**config.mk**
```make
export PLATFORM = sky130hd
export DESIGN_NAME = ttl_nand_match
export DESIGN_NICKNAME = d
export VERILOG_FILES = /design/src/rtl/ttl_pkg.sv /design/src/rtl/ttl_oneshot.sv /design/src/rtl/ttl_nand_match.sv
export SDC_FILE = /design/constraint.sdc
export NUM_CORES = 1
export LEC_CHECK = 0
export ABC_AREA = 1
export BUFFER_PORTS_ARGS = -buffer_cell sky130_fd_sc_hd__buf_2
export CELL_PAD_IN_SITES_DETAIL_PLACEMENT = 1
export CELL_PAD_IN_SITES_GLOBAL_PLACEMENT = 2
export CORE_AREA = 5 5 42 44
export DETAILED_ROUTE_END_ITERATION = 12
export DIE_AREA = 0 0 47 49
export HOLD_SLACK_MARGIN = 0.12
export PLACE_DENSITY = 0.61
export SYNTH_ARGS = -nofsm -noshare
export SYNTH_HDL_FRONTEND = slang
export SYNTH_HIERARCHICAL = 1
export SYNTH_SLANG_ARGS = --single-unit
```
**constraint.sdc**
```tcl
create_clock -name clk -period 0.8 [get_ports clk]
set_input_delay 0.08 -clock clk [delete_from_list [all_inputs] [get_ports clk]]
set_output_delay 0.08 -clock clk [all_outputs]
set_load 0.05 [all_outputs]
```
**src/rtl/ttl_pkg.sv**
```systemverilog
// Shared types and limits for the TTL recreation gate/monostable blocks.
package ttl_pkg;

    typedef enum logic {
        OS_IDLE   = 1'b0,
        OS_ACTIVE = 1'b1
    } os_state_e;

    localparam int MAX_WIDTH = 32;
    localparam int MAX_DELAY = 4;
    localparam int MAX_PULSE = 255;

endpackage

```
**src/rtl/ttl_oneshot.sv**
```systemverilog
// Clock-enabled one-shot (74121 / 74123 style); pulse_n is low for PULSE_LEN
// enabled cycles after a trigger, optionally retriggerable.
module ttl_oneshot
    import ttl_pkg::*;
#(
    parameter int PULSE_LEN = 1,
    parameter bit RETRIG    = 1'b0
) (
    input  logic clk,
    input  logic rst_n,
    input  logic en,
    input  logic trig,
    output logic pulse_n,
    output logic busy
);

    if (PULSE_LEN < 0 || PULSE_LEN > MAX_PULSE) begin : g_bad_pulse
        $error("ttl_oneshot: PULSE_LEN %0d out of range 0..%0d", PULSE_LEN, MAX_PULSE);
    end

    if (PULSE_LEN == 0) begin : g_off
        logic unused_inputs;
        assign unused_inputs = ^{clk, rst_n, en, trig};
        assign pulse_n = 1'b1;
        assign busy    = 1'b0;
    end else begin : g_on
        localparam int CW       = ($clog2(PULSE_LEN + 1) > 1) ? $clog2(PULSE_LEN + 1) : 1;
        localparam int RELOAD_I = PULSE_LEN - 1;
        localparam logic [CW-1:0] RELOAD = RELOAD_I[CW-1:0];

        os_state_e     state_q, state_d;
        logic [CW-1:0] cnt_q, cnt_d;
        logic          fire;

        // Triggers only count on enabled cycles, so a free-running trig is safe.
        assign fire = en & trig;

        always_comb begin
            state_d = state_q;
            cnt_d   = cnt_q;
            case (state_q)
                OS_IDLE: begin
                    if (fire) begin
                        state_d = OS_ACTIVE;
                        cnt_d   = RELOAD;
                    end
                end
                OS_ACTIVE: begin
                    // A retrigger wins over both decrement and expiry.
                    if (fire && RETRIG) begin
                        cnt_d = RELOAD;
                    end else if (en) begin
                        if (cnt_q != '0) cnt_d = cnt_q - 1'b1;
                        else             state_d = OS_IDLE;
                    end
                end
                default: state_d = OS_IDLE;
            endcase
        end

        always_ff @(posedge clk or negedge rst_n) begin
            if (!rst_n) begin
                state_q <= OS_IDLE;
                cnt_q   <= '0;
            end else begin
                state_q <= state_d;
                cnt_q   <= cnt_d;
            end
        end

        assign busy    = (state_q == OS_ACTIVE);
        assign pulse_n = ~busy;
    end

endmodule

```
**src/rtl/ttl_nand_match.sv**
```systemverilog
// Wide NAND/AND term detector with per-input inversion, enabled delay pipeline
// and a one-shot fired on each rising edge of the delayed match.
module ttl_nand_match
    import ttl_pkg::*;
#(
    parameter int               WIDTH     = 8,
    parameter logic [WIDTH-1:0] INV_MASK  = '0,
    parameter int               DELAY     = 1,
    parameter int               PULSE_LEN = 1,
    parameter bit               RETRIG    = 1'b0
) (
    input  logic             clk,
    input  logic             rst_n,
    input  logic             en,
    input  logic [WIDTH-1:0] in,
    output logic             y,
    output logic             match,
    output logic             pulse_n,
    output logic             busy
);

    if (WIDTH < 2 || WIDTH > MAX_WIDTH) begin : g_bad_width
        $error("ttl_nand_match: WIDTH %0d out of range 2..%0d", WIDTH, MAX_WIDTH);
    end
    if (DELAY < 0 || DELAY > MAX_DELAY) begin : g_bad_delay
        $error("ttl_nand_match: DELAY %0d out of range 0..%0d", DELAY, MAX_DELAY);
    end

    logic             t;
    logic [DELAY:0]   stage;   // stage[0] is the live term, stage[DELAY] the output
    logic             m_prev_q, m_prev_d;
    logic             rise;

    assign t        = &(in ^ INV_MASK);
    assign stage[0] = t;

    if (DELAY > 0) begin : g_pipe
        logic [DELAY:1] pipe_q, pipe_d;

        always_comb begin
            pipe_d = pipe_q;
            if (en) pipe_d = stage[DELAY-1:0];
        end

        always_ff @(posedge clk or negedge rst_n) begin
            if (!rst_n) pipe_q <= '0;
            else        pipe_q <= pipe_d;
        end

        assign stage[DELAY:1] = pipe_q;
    end

    assign match = stage[DELAY];
    assign y     = ~match;

    // Edge history is cleared by reset, so a match present at power-up fires.
    always_comb begin
        m_prev_d = m_prev_q;
        if (en) m_prev_d = match;
    end

    always_ff @(posedge clk or negedge rst_n) begin
        if (!rst_n) m_prev_q <= 1'b0;
        else        m_prev_q <= m_prev_d;
    end

    assign rise = en & match & ~m_prev_q;

    ttl_oneshot #(
        .PULSE_LEN (PULSE_LEN),
        .RETRIG    (RETRIG)
    ) u_oneshot (
        .clk     (clk),
        .rst_n   (rst_n),
        .en      (en),
        .trig    (rise),
        .pulse_n (pulse_n),
        .busy    (busy)
    );

endmodule

```
==> results of run 1 <==
cell type report:
| class | instances | area, um^2 | share of cell area [%] |
|---|---|---|---|
| flip-flops and latches | 3 | 77.6 | 21.8 |
| inverters | 4 | 21.3 | 5.96 |
| multi-input cells | 15 | 77.6 | 21.8 |
| well taps | 16 | 20.0 | 5.61 |
| clock buffers | 4 | 26.3 | 7.37 |
| repair buffers | 18 | 134 | 37.5 |
worst min-delay path by stage:
stage                      from             end  slack [ps]  depth (start not counted)
after global routing      in[4]           match         160                          5
after CTS                    en  u_oneshot/busy         160                          3
final                     in[4]           match         160                          5
after floorplan           rst_n        m_prev_q        -220                          0
after detailed placement  rst_n        m_prev_q        -120                          1
after global placement    rst_n        m_prev_q        -120                          1
cells in the mapped netlist (all sizes together):
master,n,area [um^2]
dfrtp,3,75.1
inv,4,15.0
nand2,8,30.0
nand3,2,15.0
nor2,3,11.3
o21ai,1,5.00
or2,1,6.26
power by group through the flow:
stage                     logic (mW)  registers [mW]  clock network (mW)
after global routing          0.0554           0.154               0.305
after floorplan              0.00839           0.157                   0
after global placement        0.0406           0.156                   0
after detailed placement      0.0404           0.156                   0
after CTS                     0.0499           0.154               0.282
final                         0.0500           0.154               0.265
cell families (layout without fill, tap and decap cells):
| group | count (synthesis) | count (layout) | share of synthesized area [%] |
|---|---|---|---|
| AOI/OAI and AO/OA | 1 | 1 | 3.17 |
| and+or+nand+nor | 14 | 14 | 39.7 |
| buffers and inverters | 4 | 26 | 9.52 |
| DFF | 3 | 3 | 47.6 |
state kept, by name, indices dropped and copies added (netlist names):
signal          flops
m_prev_q            1
match               1
u_oneshot/busy      1
per-layer routing:
| layer | share of wire (%) | vias up |
|---|---|---|
| li1 | - | 110 |
| met1 | 40 | 98 |
| met2 | 48 | 12 |
| met3 | 12 | 0 |
| met4 | 0 | 0 |
| met5 | 0 | - |
worst register-to-register path, delay by kind of cell, from the launching register on:
kind / cells / cell delay, ps
buffers and inverters: 1 / 150
and+or+nand+nor: 4 / 200
DFF: 1 / 420
metrics by stage:
step / instances / area (um^2) / setup TNS, ps / hold slack [ps]
4_1_cts: 60 / 349 / -712 / 159
5_1_grt: 60 / 357 / -913 / 160
3_5_place_dp: 53 / 264 / -9.66 / -121
3_3_place_gp: 53 / 264 / -4.95 / -119
2_1_floorplan: 22 / 166 / -740 / -216
6_report: 60 / 357 / -651 / 164
timing repair:
action,4_1_cts,5_1_grt
resized for setup,10,2
setup buffers,2,0
hold buffers,2,0
pin swaps,3,2
endpoints found under the hold margin,4,0
setup endpoints to repair,6,7
==> run summary, run 1 <==
Nature of the critical path endpoint: output port
WP depth: 2
Worst path bufs/invs: 2
Die area: 2300 um^2
Global-route usage over all layers: 5.43%
Seq cells post-synth: 3
First-pass GRT wire length: 862 um
Count of cell types in the netlist: 9
Max FO, Critical Path: 3
Syn-to-layout area delta: 126%
Die boundary width: 47 um
Via count: 220
DR DRC count: 0
Sw Ratio: 21.3%
Root buffer selected by CTS: clkbuf_4
Crit path required time: 720 ps
Die height: 49 um
Failing checks: setup timing
Maximum root-to-sink buffer count: 2
Post-Syn Area per Cell: 7.17 um^2
Met3 Use GR: 4.06%
CTS tree: yes
FF-to-FF Start: match
Max cap viols: 0
Cell internal pwr: 369 uW
Nets: 56
Critical R2R Capture: u_oneshot/busy
Max_slew headroom: 90.4%
GRT met2 Usage: 7.47%
Mapped cell area: 158 um^2
Layout cell share with drive strength beyond 1: 59.1%
Slew @ Worst Pin: 144 ps
GRT Max-Usage Layer: met2
RSZ-0062 raised after global routing: true
Routed vias/inst: 3.67
Reg2reg setup slack: -90 ps
Top cell family by delay on the critical path: flip-flops
Flop pwr share: 32.8%
Synth warnings: 6
# IOs: 15
Rows: 14
Period utilisation layout: 120%
Crit-path slowest cell: dfrtp_2
Synth Instances: 22
Grt ovf: 0
Place WS: -5.31 ps
Final antenna-violating net count: 0
H-tree depth: 1
Drt pass-1 iters: 1
GPL Wtd Cong: 0.614
Port bufs: 14
Net Switching: 100 uW
Initial DRC Count: 0
CP Launch Point: match
Wirelength per Cell: 8.27 um
Fin util: 25.4%
Antenna violations before repair: 0
Setup CP Type: flip-flop to output port
Number of global-route vias before repair: 228
Count of pins over their slew limit: 0
Clock power share: 56.5%
Worst r2r path cells: 5
Startpoint types: flip-flop
Power Dens Cells: 1320 nW/um^2
Filler cells: 189
WP data arrival: 880 ps
Most common cell after layout, fill and taps aside: buf_2
Setup Viol. Count Final: 6
Ant. Diodes: 0
Final hold vios: 0
Crit path cell chain: clkinvlp_4 > buf_8
Clock sink count: 3
WL final: 496 um
Max Clock Skew: 2.04 ps
Fmax: 1.05 GHz
Final Power: 469 uW
Largest net degree at the start of global routing: 7
Post-synthesis net count: 33
Leakage power: 0.186 nW
CP endpoint: y
Clock Pin Slew Worst Setup and Hold Paths: 40 ps
Core ar.: 1400 um^2
Commonest cells after routing, fill and taps aside: buf_2 (10), nand2_1 (7), clkbuf_4 (3), buf_4 (3)
Status: finished with violations
TritonCTS Buffers: 3
Seq/Total Area, Yosys: 47.6%
Final Worst Setup Slack: -157 ps
Combinational cell fraction of total power: 10.7%
Starting Density: 11.2%
Min-Delay Path Class: input port to flip-flop
Min Tclk post-route: 957 ps
Max incr delay on CP: 420 ps
Worst-skew pair later-pin latency: 230 ps
Global Route met1 Usage: 5.30%
VDD IR max: 0.000451 V
Note: power is estimated with default switching activity, not from simulation.
==> inputs of run 2 (changes only) <==
PLACE_DENSITY = 0.59   (was 0.61)
SYNTH_HIERARCHICAL = default   (was 1)
==> run summary, run 2 <==
Cell type with the largest total area after synthesis: dfrtp_1
Root buffer selected by CTS: clkbuf_4
Layout cell share with drive strength beyond 1: 61.0% (+1.9 points)
Rows: 14 (unchanged)
Seq cells post-synth: 3 (unchanged)
Filler cells: 179 (-5.3%)
Startpoint types: flip-flop
Max Clock Skew: 2.41 ps (+0.375 ps)
Final Worst Setup Slack: -165 ps (-8.31 ps)
Most common cell after layout, fill and taps aside: buf_2
Power Dens Cells: 1390 nW/um^2 (+5.7%)
Sw Ratio: 22.1% (+0.76 points)
Final hold vios: 0 (unchanged)
Initial DRC Count: 0 (unchanged)
WP data arrival: 880 ps (about the same)
Clock sink count: 3 (unchanged)
Clock Pin Slew Worst Setup and Hold Paths: 40 ps (about the same)
Nets: 53 (-5.4%)
Min-Delay Path Class: input port to flip-flop
Global-route usage over all layers: 5.50% (+0.067 points)
Commonest cells after routing, fill and taps aside: buf_2 (10), nand2_1 (6), clkbuf_4 (3), buf_4 (3)
Core ar.: 1400 um^2 (unchanged)
Syn-to-layout area delta: 139%
Grt ovf: 0 (unchanged)
Failing checks: setup timing
Crit path required time: 720 ps (about the same)
Slew @ Worst Pin: 153 ps (+9.03 ps)
Post-synth top cells: nand2_1 (7), dfrtp_1 (3), inv_1 (3), nor2_1 (2)
Final antenna-violating net count: 0 (unchanged)
Setup Viol. Count Final: 6 (unchanged)
Setup CP Type: flip-flop to output port
Combinational cell fraction of total power: 10.7% (about the same)
Cell internal pwr: 370 uW (+0.31%)
Drt pass-1 iters: 1 (unchanged)
# IOs: 15 (unchanged)
Leakage power: 0.169 nW (-8.7%)
Post-Syn Area per Cell: 7.51 um^2 (+4.8%)
Wirelength per Cell: 9.46 um (+14%)
Port bufs: 14 (unchanged)
Flop pwr share: 32.4% (-0.4 points)
Nature of the critical path endpoint: output port
Synth warnings: 0 (-6)
Max_slew headroom: 89.9% (-0.52 points)
Post-synth top area share: 52.6% (+5.0 points)
Number of global-route vias before repair: 216 (-5.3%)
TritonCTS Buffers: 3 (unchanged)
# placed instances: 49 (-7.5%)
Primary FF master, synth: dfrtp_1
Antenna violations before repair: 0 (unchanged)
DR DRC count: 0 (unchanged)
Starting Density: 10.2% (-1.1 points)
Period utilisation layout: 121% (+1.0 points)
Mapped cell area: 143 um^2 (-9.5%)
Clock power share: 56.9% (+0.4 points)
Final std cells w/o fill: 57 (-5.0%)
Ant. Diodes: 0 (unchanged)
Min Tclk post-route: 965 ps (+8.31 ps)
WL final: 539 um (+8.7%)
Seq/Total Area, Yosys: 52.6% (+5.0 points)
Maximum root-to-sink buffer count: 2 (unchanged)
Top post-synthesis cells by area: dfrtp_1 (53%), nand2_1 (18%), inv_1 (7.9%)
First-pass GRT wire length: 876 um (+1.6%)
Routed vias/inst: 3.75 (+2.4%)
Count of cell types in the netlist: 8 (-1)
Asr flop ratio synth: 100% (unchanged)
Net Switching: 105 uW (+4.9%)
Sum of negative setup slack: -738 ps (-87.1 ps)
Largest net degree at the start of global routing: 5 (-2)
EDFF count, synth: 0 (unchanged)
Status: finished with violations
Die height: 49 um (unchanged)
VDD IR max: 0.000721 V (+60%)
Fmax: 1.04 GHz (-0.86%)
Synth Instances: 19 (-14%)
Count leader, synth: nand2_1
Worst-skew pair later-pin latency: 240 ps (about the same)
CTS tree: yes
Max cap viols: 0 (unchanged)
Count of pins over their slew limit: 0 (unchanged)
Reg2reg setup slack: -140 ps (-50 ps)
GPL Wtd Cong: 0.560 (-8.8%)
Via count: 214 (-2.7%)
Max FO, Critical Path: 3 (unchanged)
WHS: 128 ps (-35.4 ps)
RSZ-0062 raised after global routing: true
H-tree depth: 1 (unchanged)
Post-synthesis net count: 30 (-9.1%)
Die area: 2300 um^2 (unchanged)
Die boundary width: 47 um (unchanged)
-- run 2: cell count changes after synthesis, sizes merged --
| cell | delta |
|---|---|
| inv | -1 |
| nand2 | -1 |
| nand3 | -1 |
| nor2 | -1 |
| o22ai | +1 |
-- run 2: stage by stage --
stage / setup slack, ps / cell area (um^2) / utilization (%) / total power [mW]
2_1_floorplan: -464 / 153 / - / 0.166
3_3_place_gp: -5.10 / 243 / 17.3 / 0.194
3_5_place_dp: -11.0 / 243 / 17.3 / 0.197
4_1_cts: -178 / 333 / 23.8 / 0.488
5_1_grt: -201 / 342 / 24.4 / 0.499
6_report: -165 / 342 / 24.4 / 0.475
-- run 2: timing repair --
action | 4_1_cts | 5_1_grt
endpoints found under the hold margin | 5 | 0
resized for setup | 9 | 2
pin swaps | 1 | 0
hold buffers | 2 | 0
setup endpoints to repair | 5 | 6
setup buffers | 2 | 0
-- run 2: worst paths after layout --
check                          from              to  cells after the start
max reg2reg                   match           match                      4
min in group asynchronous     rst_n        m_prev_q                      2
min reg2reg                m_prev_q  u_oneshot.busy                      3
max in group asynchronous     rst_n  u_oneshot.busy                      2
min                              en           match                      3
max                           match               y                      2
-- run 2: final cells by class --
cell class	count	area, um^2	share of cell area [%]
flip-flops and latches	3	77.6	22.7
repair buffers	18	134	39.2
multi-input cells	13	65.1	19.0
inverters	3	18.8	5.49
clock buffers	4	26.3	7.69
well taps	16	20.0	5.86
-- run 2: power groups by stage --
stage / combinational, mW / sequential [mW] / clock (mW)
floorplan: 0.00816 / 0.157 / 0
global placement: 0.0378 / 0.156 / 0
detailed placement: 0.0413 / 0.156 / 0
CTS: 0.0512 / 0.154 / 0.283
global route: 0.0567 / 0.154 / 0.288
finish: 0.0509 / 0.154 / 0.270
-- run 2: cells by family (layout without fill, tap and decap cells) --
logic type	count (synthesis)	count (layout)	synth area share, %
buffers and inverters	3	25	7.89
AND/OR/NAND/NOR	11	11	31.6
AO/OA/AOI/OAI	2	2	7.89
flip-flops	3	3	52.6
-- run 2: metal layers --
layer | up-vias | track usage (%) | share of wire (%)
li1 | 101 | - | -
met4 | 0 | 2.76 | 0
met3 | 0 | 2.95 | 11
met1 | 101 | 3.96 | 32
met5 | - | 0 | 0
met2 | 12 | 10.4 | 57
-- run 2: critical path: stages, from the launching register on --
cell	delay (ps)
dfrtp_2	420
clkinvlp_4	90
buf_8	140
